===== src/rtl/layer_output_serializer_if.sv =====
// Stream bus from a layer serializer to the next layer's shared input.
//   out_data   streamed word (next layer myinput)
//   out_valid  word qualifier (next layer myinputValid)
// master: serializer side (drives); slave: next-layer side (observes).
interface layer_output_serializer_if #(
  parameter int unsigned dataWidth = 16
);
  logic [dataWidth-1:0] out_data;
  logic                 out_valid;

  modport master (output out_data, output out_valid);
  modport slave  (input  out_data, input  out_valid);
endinterface


===== src/rtl/layer_output_serializer.sv =====
// Collects one result per neuron into a capture bank, then streams the
// complete frame one word per cycle (neuron 0 first) onto the next layer's
// input bus. A second (stream) bank lets the next frame be captured while
// the current one is streaming.
// Ports:
//   clk, rst      rising-edge clock, asynchronous active-high reset
//   neuron_out    packed neuron results, neuron i at [i*dataWidth +: dataWidth]
//   neuron_valid  per-neuron result strobes
//   stream        master side of the out_data/out_valid bus
//   busy          streaming, or a complete frame is waiting to stream
//   overrun       sticky: a neuron delivered again before its slot was consumed
module layer_output_serializer #(
  parameter int unsigned numNeurons = 30,
  parameter int unsigned dataWidth  = 16
) (
  input  logic                           clk,
  input  logic                           rst,
  input  logic [numNeurons*dataWidth-1:0] neuron_out,
  input  logic [numNeurons-1:0]          neuron_valid,
  layer_output_serializer_if.master      stream,
  output logic                           busy,
  output logic                           overrun
);

  localparam int unsigned IDX_W = $clog2(numNeurons);
  localparam logic [IDX_W-1:0] LAST_IDX = IDX_W'(numNeurons - 1);

  typedef enum logic {IDLE, STREAM} state_t;

  state_t               state, state_next;
  logic [numNeurons-1:0] mask;
  logic                 pend, pend_next;
  logic [IDX_W-1:0]     idx;
  logic [dataWidth-1:0] cap_data [numNeurons];
  logic [dataWidth-1:0] cap_next [numNeurons];
  logic [dataWidth-1:0] bank     [numNeurons];
  logic                 complete;
  logic                 at_last;
  logic                 load, advance, stop;

  // Capture bank as it will be after this edge (same-cycle arrivals included).
  always_comb begin
    for (int i = 0; i < int'(numNeurons); i++) begin
      cap_next[i] = neuron_valid[i] ? neuron_out[i*dataWidth +: dataWidth] : cap_data[i];
    end
  end

  assign complete = &(mask | neuron_valid);
  assign at_last  = (idx == LAST_IDX);

  // State register.
  always_ff @(posedge clk or posedge rst) begin
    if (rst) state <= IDLE;
    else     state <= state_next;
  end

  // Next state and datapath controls.
  always_comb begin
    state_next = state;
    load       = 1'b0;
    advance    = 1'b0;
    stop       = 1'b0;
    case (state)
      IDLE: begin
        if (complete) begin
          load       = 1'b1;
          state_next = STREAM;
        end
      end
      STREAM: begin
        if (!at_last) begin
          advance = 1'b1;
        end else if (pend || complete) begin
          // A frame completing on the last word is chained without a gap too.
          load = 1'b1;
        end else begin
          stop       = 1'b1;
          state_next = IDLE;
        end
      end
      default: state_next = IDLE;
    endcase
    pend_next = load ? 1'b0 : (pend | ((state == STREAM) & complete));
  end

  // Capture bank, stream bank, index and registered outputs.
  always_ff @(posedge clk or posedge rst) begin
    if (rst) begin
      mask             <= '0;
      pend             <= 1'b0;
      idx              <= '0;
      busy             <= 1'b0;
      overrun          <= 1'b0;
      stream.out_data  <= '0;
      stream.out_valid <= 1'b0;
      for (int i = 0; i < int'(numNeurons); i++) begin
        cap_data[i] <= '0;
        bank[i]     <= '0;
      end
    end else begin
      for (int i = 0; i < int'(numNeurons); i++) cap_data[i] <= cap_next[i];
      // Mask clears only when the bank is handed over to the stream bank.
      mask    <= load ? '0 : (mask | neuron_valid);
      overrun <= overrun | (|(neuron_valid & mask));
      pend    <= pend_next;
      busy    <= (state_next == STREAM) | pend_next;
      if (load) begin
        for (int i = 0; i < int'(numNeurons); i++) bank[i] <= cap_next[i];
        idx              <= '0;
        stream.out_data  <= cap_next[0];
        stream.out_valid <= 1'b1;
      end else if (advance) begin
        idx              <= idx + IDX_W'(1);
        stream.out_data  <= bank[idx + IDX_W'(1)];
        stream.out_valid <= 1'b1;
      end else if (stop) begin
        idx              <= '0;
        stream.out_valid <= 1'b0;
      end
    end
  end

endmodule


===== src/flat_wrapper.sv =====
// flat-port wrapper written by rule: the top's interface ports become plain ports
module layer_output_serializer_flat 
#(
  parameter int unsigned numNeurons = 30,
  parameter int unsigned dataWidth  = 16
)
  (clk, rst, neuron_out, neuron_valid, busy, overrun, stream_out_data, stream_out_valid);
  layer_output_serializer_if #(.dataWidth(dataWidth)) stream_i ();
  input  logic clk;
  input  logic rst;
  input  logic [numNeurons*dataWidth-1:0] neuron_out;
  input  logic [numNeurons-1:0] neuron_valid;
  output logic busy;
  output logic overrun;
  output wire logic [$bits(stream_i.out_data)-1:0] stream_out_data;
  output wire logic [$bits(stream_i.out_valid)-1:0] stream_out_valid;
  assign stream_out_data = stream_i.out_data;
  assign stream_out_valid = stream_i.out_valid;
  layer_output_serializer #(.numNeurons(numNeurons), .dataWidth(dataWidth)) u_core (.clk(clk), .rst(rst), .neuron_out(neuron_out), .neuron_valid(neuron_valid), .stream(stream_i), .busy(busy), .overrun(overrun));
endmodule

===== config.mk =====
export PLATFORM = sky130hd
export DESIGN_NAME = layer_output_serializer_flat
export DESIGN_NICKNAME = d
export VERILOG_FILES = /design/src/rtl/layer_output_serializer_if.sv /design/src/rtl/layer_output_serializer.sv /design/src/flat_wrapper.sv
export SDC_FILE = /design/constraint.sdc
export NUM_CORES = 2
export LEC_CHECK = 0
export BUFFER_PORTS_ARGS = -buffer_cell sky130_fd_sc_hd__buf_2
export CORE_UTILIZATION = 49
export CTS_CLUSTER_SIZE = 16
export DETAILED_ROUTE_END_ITERATION = 8
export PLACE_DENSITY = 0.69
export SLEW_MARGIN = 20
export SYNTH_ARGS = -nofsm -noshare
export SYNTH_HDL_FRONTEND = slang
export SYNTH_SLANG_ARGS = --single-unit

===== constraint.sdc =====
create_clock -name clk -period 37.9 [get_ports clk]
set_input_delay 7.58 -clock clk [delete_from_list [all_inputs] [get_ports clk]]
set_output_delay 7.58 -clock clk [all_outputs]
set_load 0.01 [all_outputs]

==> flow_summary.yaml <==
route:
  wl_um: 109000
  drcViolationCount: 0
  vias: 23957
  drt_iter0_markers: 1518
  ant_nets: 0
  wire_per_inst_um: 25.3
  dr.pass1.iters: 5
  avgViaCountPerCell: 5.54
final_layout:
  utilization_pct: 57.3
  syn_to_final_growth_pct: 15.8
  drive_gt1_share_pct: 41.5
  finish.instance_area_mm2: 0.0487
  nNetsFinal: 3609
  fillers: 6639
placement:
  dp_hpwl_um: 78100
  globalplace.congestion: 0.874
  placed_area_mm2: 0.0452
  port_buffers: 530
  place_ws_ns: 25.27
power_and_ir_drop:
  powerDensity_mw_per_mm2: 78.9
  p_leak_uw: 0.0219
  peakVddDrop_v: 0.0000602
worst_setup_path:
  endpoint_kind: "flip-flop"
  slowest_delay_ns: 0.97
  crit_type: "input pin to flip-flop"
  arrival_ns: 12.47
  path_common_cell: "buf_4"
  cp-start-kind: "input pin"
  path_max_fanout: 81
  cp_slowest_cell: "buf_4"
  worstPathCellList: "buf_2, nor2_1, nor4_1, nand3_1, o21ai_4, and2_4, buf_4, buf_4, mux2_1"
  worstPathRequired_ns: 38.42
clock_tree:
  ctsResizeCount: 0
  hold_buffers: 0
  cts_buffers: 101
  clock-sinks: 1016
  clockRootBuffer: "clkbuf_16"
  clkSlewWorstSetupHoldPaths_ns: 0.06
  post-cts-setup-buffers: 0
  clock_latency_ns: 0.66
  htree_levels: 3
  cts_tree: "built"
  cts_buffer_depth: 3
timing:
  period_minus_slack_ns: 11.95
  setup_viol: 0
  clock.fmax_mhz: 83.7
  rsz0062_at_grt: "false"
  finalCritPeriodShare_pct: 31.5
  slew_headroom_pct: 26.9
  worst_pin_slew_ns: 1.10
  finClkSkew_ns: 0.0379
  finalWorstSetupSlack_ns: 25.95
  holdWs_ns: 0.481
  hold_viol: 0
  slew_violations: 0
  tns_ns: 0
floorplan:
  coreArea_mm2: 0.0850
  num_rows: 107
  die_w_um: 295
  die_h_um: 295
  die_area_mm2: 0.0870
  start_util_pct: 49.4
  num_io_pins: 531
min_path:
  hold_path.class: "flip-flop to flip-flop"
synth:
  synthesis.area_mm2: 0.0420
  syn_avg_cell_area_um2: 16.1
  synth_flop_cell: "dfrtp_1"
  syn_nets: 3118
  synth-edff-count: 0
  synthCells: 2604
  yosys_register_bits: 1016
  netlist-cell-type-count: 42
  synth-warning-count: 0
  ys_seq_area_share_pct: 60.5
  ys_async_sr_fraction_pct: 100
global_route:
  grt_pass1_wl_um: 165000
  track_usage_pct: 25.7
  grt_max_degree: 184
  grt_overflow: 0
  antenna_found_initial: 14
  first_global_vias: 26042
status:
  status: "complete, no violations"
flow_run:
  cap_viol_max_count: 0
-- placed cells by master (no fill, tap or decap), types with 2 or more instances in the layout --
master	synthesis	routed
nor2_2	0	4
a221o_1	16	16
clkinvlp_4	0	6
buf_12	0	2
o22ai_1	7	7
dfrtp_1	1016	1015
clkbuf_8	0	25
nand3_1	7	7
mux2_2	473	473
bufinv_16	0	11
buf_2	52	530
inv_1	37	36
mux2i_1	57	57
nand2_1	37	37
clkbuf_16	0	102
a32o_1	16	16
nor2_1	84	80
buf_6	44	4
nand4_1	2	2
clkbuf_1	18	20
a221oi_1	18	18
mux2_1	463	463
nor4_1	6	6
clkinv_4	0	2
a22o_1	3	3
mux4_2	112	112
a21oi_1	35	35
buf_4	14	22
diode_2	0	2
inv_6	0	2
clkinv_2	0	14
a22oi_1	25	25
-- flip-flops by register name, indices dropped and copies added (netlist names) --
signal,cells
u_core.stream.out_data,16
u_core.pend,1
u_core.idx,5
u_core.bank,480
u_core.mask,30
u_core.state,1
u_core.stream.out_valid,1
u_core.cap_data,480
u_core.busy,1
u_core.overrun,1
-- Yosys cell counts, types with 7 or more instances --
library cell	instances	area [um2]
dfrtp_1	1016	25400
mux2_2	473	5330
mux2_1	463	5210
mux4_2	112	2520
nor2_1	84	315
mux2i_1	57	571
buf_2	52	260
buf_6	44	495
inv_1	37	139
nand2_1	37	139
a21oi_1	35	175
buf_1	30	113
a22oi_1	25	188
a221oi_1	18	158
clkbuf_1	18	67.6
a221o_1	16	160
a32o_1	16	160
buf_4	14	105
buf_8	11	165
nand3_1	7	35.0
o22ai_1	7	43.8
-- worst max-delay path: cells and delay by family --
kind / cells / cell delay [ns]
AOI/OAI and AO/OA: 1 / 0.49
muxes: 1 / 0.40
and+or+nand+nor: 4 / 1.58
buffers and inverters: 3 / 2.29
-- final cells by class --
cell class / count / area [um2] / area share (%)
Antenna cell: 2 / 5.00 / 0.0103
Clock buffer: 147 / 2970 / 6.10
Clock inverter: 36 / 497 / 1.02
Inverter: 37 / 146 / 0.301
Multi-Input combinational cell: 1381 / 15300 / 31.4
Sequential cell: 1016 / 25400 / 52.2
Tap cell: 1144 / 1430 / 2.94
Timing Repair Buffer: 558 / 2900 / 5.96
-- where the power goes --
group / leakage [uW] / switching [uW] / total [uW] / internal, uW
clock network: 0.00170 / 422 / 1040 / 618
registers: 0.0121 / 165 / 1560 / 1400
logic: 0.00808 / 658 / 1240 / 578
-- metrics by stage --
step | std cells | power (uW)
2_1_floorplan | 2604 | 2380
6_report | 4321 | 3840
4_1_cts | 4319 | 3860
3_5_place_dp | 4136 | 2820
3_3_place_gp | 4136 | 2770
5_1_grt | 4321 | 4020
-- path summary, 6_finish.rpt --
check,from,to,slack [ns],cells after the start
max,neuron_valid[24],u_core.bank[101],25.95,9
min,u_core.bank[150],u_core.bank[150],0.48,1
max reg2reg,u_core.idx[0],u_core.bank[101],32.81,7
min reg2reg,u_core.bank[150],u_core.bank[150],0.48,1
max in group asynchronous,rst,u_core.cap_data[50],27.80,5
min in group asynchronous,rst,u_core.cap_data[150],7.05,2
-- per-layer routing --
metal / part of all wire, % / GRT usage (%) / vias to the layer above
li1: - / - / 10448
met1: 43 / 35.0 / 12652
met2: 48 / 40.9 / 625
met3: 4.7 / 4.32 / 212
met4: 4.3 / 10.6 / 20
met5: 0.12 / 0 / -
-- cells by family (layout without fill, tap and decap cells) --
kind of cell             Yosys count  in the layout  synth area share (%)
multiplexers                    1105           1105                  32.4
XOR/XNOR                           4              4                0.0834
AND/OR/NAND/NOR                  142            142                  1.38
buffers and inverters            207            778                  3.21
other                              0              2                     0
flip-flops                      1016           1016                  60.5
adder cells (fa/ha/maj)            2              2                0.0595
AO/OA/AOI/OAI                    128            128                  2.34
No activity file was read; power rests on OpenSTA's default activity.
